## src/rtl/muldiv_seq.sv

```systemverilog
// Iterative MULT/MULTU/DIV/DIVU sequencer. It computes one bit per cycle on operand
// magnitudes, applies a sign fix-up, and then issues a single-cycle HI/LO write.
module muldiv_seq #(
    parameter int WIDTH = 32,
    parameter int CNT_W = 6
) (
    input  logic             clk,
    input  logic             rst,
    input  logic             start,
    input  logic [1:0]       op,
    input  logic [WIDTH-1:0] src_a,
    input  logic [WIDTH-1:0] src_b,
    output logic             stall,
    output logic             busy,
    output logic             done,
    output logic             div_zero,
    output logic             wen_hilo,
    output logic [WIDTH-1:0] w_hi,
    output logic [WIDTH-1:0] w_lo
);

    typedef enum logic [1:0] {IDLE, RUN, FIX, DONE} state_t;

    state_t state;
    state_t state_next;

    logic                 is_div;
    logic                 neg_res;   // negate product / quotient
    logic                 neg_rem;   // remainder takes dividend sign
    logic                 dz;
    logic [WIDTH-1:0]     a_raw;
    logic [WIDTH-1:0]     opnd;      // multiplicand or divisor magnitude
    logic [2*WIDTH-1:0]   prod;      // product accumulator; low half holds quotient when dividing
    logic [WIDTH:0]       rem;
    logic [CNT_W-1:0]     cnt;
    logic [WIDTH-1:0]     hi_r;
    logic [WIDTH-1:0]     lo_r;

    logic                 last_iter;
    logic                 signed_op;
    logic [WIDTH-1:0]     a_abs;
    logic [WIDTH-1:0]     b_abs;
    logic [WIDTH:0]       mul_sum;
    logic [WIDTH:0]       div_shift;
    logic [WIDTH:0]       div_diff;
    logic                 div_ok;
    logic [2*WIDTH-1:0]   prod_fix;
    logic [WIDTH-1:0]     quo_fix;
    logic [WIDTH-1:0]     rem_fix;

    assign last_iter = (cnt == CNT_W'(WIDTH - 1));
    assign signed_op = op[0];
    assign a_abs     = (signed_op && src_a[WIDTH-1]) ? -src_a : src_a;
    assign b_abs     = (signed_op && src_b[WIDTH-1]) ? -src_b : src_b;

    // Right-shifting shift-add: the carry of each partial sum re-enters at the top.
    assign mul_sum   = {1'b0, prod[2*WIDTH-1:WIDTH]} + (prod[0] ? {1'b0, opnd} : '0);

    // Restoring divide: the dividend bits stream out of the top of prod's low half.
    assign div_shift = {rem[WIDTH-1:0], prod[WIDTH-1]};
    assign div_diff  = div_shift - {1'b0, opnd};
    assign div_ok    = (div_shift >= {1'b0, opnd});

    assign prod_fix  = neg_res ? -prod : prod;
    assign quo_fix   = neg_res ? -prod[WIDTH-1:0] : prod[WIDTH-1:0];
    assign rem_fix   = neg_rem ? -rem[WIDTH-1:0] : rem[WIDTH-1:0];

    always_ff @(posedge clk) begin
        if (rst) begin
            state <= IDLE;
        end else begin
            state <= state_next;
        end
    end

    always_comb begin
        state_next = state;
        case (state)
            IDLE:    if (start) state_next = RUN;
            RUN:     if (last_iter) state_next = FIX;
            FIX:     state_next = DONE;
            DONE:    state_next = IDLE;
            default: state_next = IDLE;
        endcase
    end

    always_ff @(posedge clk) begin
        if (rst) begin
            is_div  <= 1'b0;
            neg_res <= 1'b0;
            neg_rem <= 1'b0;
            dz      <= 1'b0;
            a_raw   <= '0;
            opnd    <= '0;
            prod    <= '0;
            rem     <= '0;
            cnt     <= '0;
            hi_r    <= '0;
            lo_r    <= '0;
        end else begin
            case (state)
                IDLE: begin
                    if (start) begin
                        is_div  <= op[1];
                        a_raw   <= src_a;
                        dz      <= op[1] && (src_b == '0);
                        neg_res <= signed_op && (src_a[WIDTH-1] ^ src_b[WIDTH-1]);
                        neg_rem <= signed_op && src_a[WIDTH-1];
                        opnd    <= op[1] ? b_abs : a_abs;
                        prod    <= {{WIDTH{1'b0}}, (op[1] ? a_abs : b_abs)};
                        rem     <= '0;
                        cnt     <= '0;
                    end
                end
                RUN: begin
                    cnt <= cnt + 1'b1;
                    if (is_div) begin
                        rem  <= div_ok ? div_diff : div_shift;
                        prod <= {prod[2*WIDTH-1:WIDTH], prod[WIDTH-2:0], div_ok};
                    end else begin
                        prod <= {mul_sum, prod[WIDTH-1:1]};
                    end
                end
                FIX: begin
                    if (!is_div) begin
                        hi_r <= prod_fix[2*WIDTH-1:WIDTH];
                        lo_r <= prod_fix[WIDTH-1:0];
                    end else if (dz) begin
                        // Divide by zero reports the raw dividend and an all-ones quotient.
                        hi_r <= a_raw;
                        lo_r <= '1;
                    end else begin
                        hi_r <= rem_fix;
                        lo_r <= quo_fix;
                    end
                end
                default: ;
            endcase
        end
    end

    assign busy     = (state != IDLE);
    assign stall    = ((state == IDLE) && start) || (state == RUN) || (state == FIX);
    assign done     = (state == DONE);
    assign wen_hilo = (state == DONE);
    assign div_zero = (state == DONE) && dz;
    assign w_hi     = hi_r;
    assign w_lo     = lo_r;

endmodule

```

## config.mk

```make
export PLATFORM = sky130hd
export DESIGN_NAME = muldiv_seq
export DESIGN_NICKNAME = d
export VERILOG_FILES = /design/src/rtl/muldiv_seq.sv
export SDC_FILE = /design/constraint.sdc
export NUM_CORES = 1
export LEC_CHECK = 0
export CORE_UTILIZATION = 40
export DETAILED_ROUTE_END_ITERATION = 10
export GPL_ROUTABILITY_DRIVEN = 0
export SETUP_SLACK_MARGIN = 0.2
export SYNTH_ARGS = -nofsm -noshare
export SYNTH_HDL_FRONTEND = slang
export SYNTH_SLANG_ARGS = --single-unit
```

## constraint.sdc

```tcl
create_clock -name clk -period 5.5 [get_ports clk]
set_clock_uncertainty 0.2 [all_clocks]
set_input_delay 1.1 -clock clk [delete_from_list [all_inputs] [get_ports clk]]
set_output_delay 1.1 -clock clk [all_outputs]
set_load 0.03 [all_outputs]
```

# Word-level counts from Yosys, hierarchy flattened
# Cells that the tools add are included.
# word_totals
register_bits,236
inputBits,69
word_cells,72
# op_classes
add_sub_neg,8
magnitude_cmp,1
n_eq_ne,8
mux,24
n_bitwise,1
n_reduce_logical,17
# ops
operator,count
$mux W32,14
$mux W64,3
$neg A32 Y32,4
$pmux W64 S2,1
$neg A64 Y64,1
$pmux W32 S2,1
$add A32 B32 Y33,1
$ge A33 B32 Y1,1
$logic_not A32 Y1,1
$sub A32 B32 Y32,1
$pmux W6 S2,1
$ne A2 B2 Y1 const B,4
$pmux W2 S4,1
$add A6 B1 Y6 const B,1
$eq A6 B5 Y1 const B,1
$logic_and A1 B1 Y1,6
$mux W6,1
$reduce_and A2 Y1,3
$reduce_and A3 Y1,2
$eq A2 B2 Y1 const B,2
$mux W2,2
$reduce_bool A2 Y1,2
$eq A2 B1 Y1 const B,1
$logic_not A2 Y1,1
2 further kinds,3

# Logic depth before layout (Yosys ltp)
# depth
word_depth,5
depth_mapped,14
ltp_nobuf,13

# Worst setup path after synthesis
# Ideal clock, no wire load.
# synth_path
path_kind,input to register
startpoint,input port src_a[10]
endpoint,register prod[20]
arrival_time_ps,3513
setup_slack_ps,1717
path_stages,8
path_cell_list,or4_1 > or4_1 > o31ai_2 > nand2_1 > xnor2_1 > or2_2 > a311o_1 > a21oi_1
# synth_between
elab_chain_cells,5
# synth_rtl
element,line,source
"start, declared",11,"input logic [WIDTH-1:0] src_a,"
$neg A32 Y32,53,assign a_abs = (signed_op && src_a[WIDTH-1]) ? -src_a : src_a;
$mux W32,53,
$mux W32,110,"prod <= {{WIDTH{1'b0}}, (op[1] ? a_abs : b_abs)};"
$mux W64,103,if (start) begin
$pmux W64 S2,101,case (state)
"end signal, assigned",110,
"end signal, assigned",119,"prod <= {prod[2*WIDTH-1:WIDTH], prod[WIDTH-2:0], div_ok};"
"end signal, assigned",121,"prod <= {mul_sum, prod[WIDTH-1:1]};"
"end, declared",33,logic [2*WIDTH-1:0] prod;
# Every way passes these cells. The select of a mux whose other input is x is not followed.
# A chain may end at the register's enable or synchronous reset.

# Final worst setup path
# layout_path
startpoint,input port start
endpoint,output port stall
# layout_between
elab_chain_cells,3
# layout_rtl
element,line,source
"start, declared",9,"input logic start,"
$logic_and A1 B1 Y1,143,assign stall = ((state == IDLE) && start) || (state == RUN) || (state == FIX);
$logic_or A1 B1 Y1 (2 in series),143,
"end, declared",13,"output logic stall,"
# Every way passes these cells.

==> impl_metrics.tcl <==
set metrics [dict create \
    cp.arrival_ps 2820 \
    via_per_inst 5.98 \
    required_ps 4200 \
    mostFrequentLayoutCells "nand2_1, nor2_1, dfxtp_1" \
    status "finished, final reports clean" \
    max_cap_violations 0 \
    synth.distinct_cells 80 \
    ys.flop_type "dfxtp_1" \
    hold_violations 0 \
    path_clk_slew_ps 60 \
    synth_warnings 0 \
    dieArea_um2 44300 \
    max_freq_ghz 0.242 \
    multi_input_area_um2 11900 \
    die_h_um 211 \
    dp_hpwl_um 49000 \
    reg2reg_from "prod[0]" \
    portBuffers 137 \
    grt_pass1_vias 16350 \
    wl_per_cell_um 22.1 \
    end_kind "output port" \
    setup_viol 0 \
    finalSetupTns_ps 0 \
    cts_tree "built" \
    ys_seq_elements 236 \
    rsz0062_at_grt "false" \
    grt_pass1_wl_um 98300 \
    synth_nets 2464 \
    wl_um 65300 \
    die_w_um 211 \
    reg2reg_slack_ps 1430 \
    htreeDepth 1 \
    drc 0 \
    place_inst 2907 \
    io-pin-count 138 \
    seq_area_um2 4730 \
    first_pass_iters 6 \
    fp-row-count 76 \
    max_slew_margin_pct 17.9 \
    grt_max_degree 108 \
    async_flop_share_pct 0 \
    diodes 0 \
    start_util_pct 40.5 \
    avgSynthCellArea_um2 7.50 \
    min_from "a_raw[28]" \
    clockBufferDepth 3 \
    grt_usage_pct 28.7 \
    final_common_cell "nand2_1" \
    numCtsBuffers 28 \
    cts-hold-fix-buffers 0 \
    synthToLayoutAreaGrowth_pct 15.3 \
    netlist_area_um2 17400 \
    postCtsSetupRepairBufs 0 \
    clk_latency_ps 580 \
    p_per_area_nw_per_um2 446 \
    hold_path.class "flip-flop to flip-flop" \
    cts.sinks 236 \
    criticalPathCategory "input port to output port" \
    utilization_pct 46.7 \
    synth-edff-count 0 \
    drive_gt1_share_pct 5.18 \
    synthCells 2319 \
    synth-seq-area-share_pct 27.2 \
    fin_nets 2497 \
    cts_resized 0 \
    worst_slew_pin_slew_ps 1220 \
    drtIter0Drc 1949 \
    post-route-period-util_pct 75.0 \
    detail-route-antenna-nets 0 \
    final.min_clock_period_ps 4120 \
    worstSetupStartpointType "input port" \
    antenna_found_initial 1 \
    vias 17682 \
    cts_root_buf "clkbuf_16" \
    fp.coreArea_um2 43000 \
    fillerInstances 4344 \
    cp_max_fo 8 \
    overflow 0 \
    power.leakage_nw 7.52 \
    finalNonFillerCells 2959 \
    crit_start "start" \
    final_max_slew_viol_count 0 \
    ir_worst_vdd_mv 0.246 \
]
==> where the power goes <==
group / switching [mW] / internal [mW] / total, mW
Clock: 0.794 / 1.18 / 1.98
Combinational: 2.82 / 1.54 / 4.36
Sequential: 0.502 / 2.11 / 2.61
Total: 4.12 / 4.83 / 8.95
==> cells by family (layout without fill, tap and decap cells) <==
logic type	after synthesis	after routing	synth area share, %
AO/OA/AOI/OAI	709	709	26.6
XOR/XNOR	204	204	10.3
adder cells (fa/ha/maj)	76	76	5.55
buffers and inverters	222	277	4.93
flip-flops	236	236	27.2
multiplexers	74	74	4.38
AND/OR/NAND/NOR	798	798	21.1
==> stage by stage <==
stage	area (µm²)	power [mW]	worst slack [ps]	hold slack [ps]
5_1_grt	20100	9.40	1190	276
6_report	20100	8.95	1380	255
2_1_floorplan	17400	5.38	1720	231
3_5_place_dp	19100	6.90	932	248
4_1_cts	20100	8.88	1390	258
3_3_place_gp	19100	6.85	969	243
==> registers in the layout, summed over array words and instances, names as in the netlist <==
| name | flops |
|---|---|
| prod | 64 |
| a_raw | 32 |
| opnd | 32 |
| rem | 32 |
| w_hi | 32 |
| w_lo | 32 |
| cnt | 6 |
| state | 2 |
| dz | 1 |
| is_div | 1 |
| neg_rem | 1 |
| neg_res | 1 |
==> cell usage after synthesis, types with 40 or more instances <==
cell type,instances,share of area [%]
xor2_1,90,4.5
nor3_1,51,1.5
a21oi_1,162,4.7
ha_1,74,5.3
nor2_1,241,5.2
xnor2_1,114,5.7
nand2_1,283,6.1
inv_1,63,1.4
o21ai_0,121,3.5
a211oi_1,116,5.0
o21ai_1,47,1.4
a21o_1,40,1.7
dfxtp_1,236,27
clkbuf_1,129,2.8
mux2i_1,57,3.3
==> worst paths after layout <==
check	to	depth (start not counted)
setup / recovery	stall	5
hold / removal	a_raw[28]	2
setup reg to reg	prod[60]	13
hold reg to reg	a_raw[28]	2
==> critical path, cell delays in order <==
cell	delay, ps
clkdlybuf4s50_1	390
buf_4	190
and2_2	210
or3_1	320
clkdlybuf4s50_1	610
==> layer usage <==
| metal | global-route usage [%] | share of wire (%) | wire length, µm | up-vias |
|---|---|---|---|---|
| met1 | 37.9 | 43 | 27900 | 8352 |
| met5 | 0 | 0.023 | 15 | - |
| met4 | 17.2 | 6.4 | 4150 | 2 |
| li1 | - | - | - | 8426 |
| met3 | 3.62 | 6.9 | 4490 | 170 |
| met2 | 44.6 | 44 | 28800 | 732 |
==> final cells by class <==
cell class	count	share of cell area [%]
tap	585	3.65
sequential	236	23.6
clock inverter	11	0.848
inverter	65	1.22
multi-input combinational	1861	59.1
clock buffer	41	3.93
timing repair buffer	160	7.68
No activity file was read; power rests on OpenSTA's default activity.
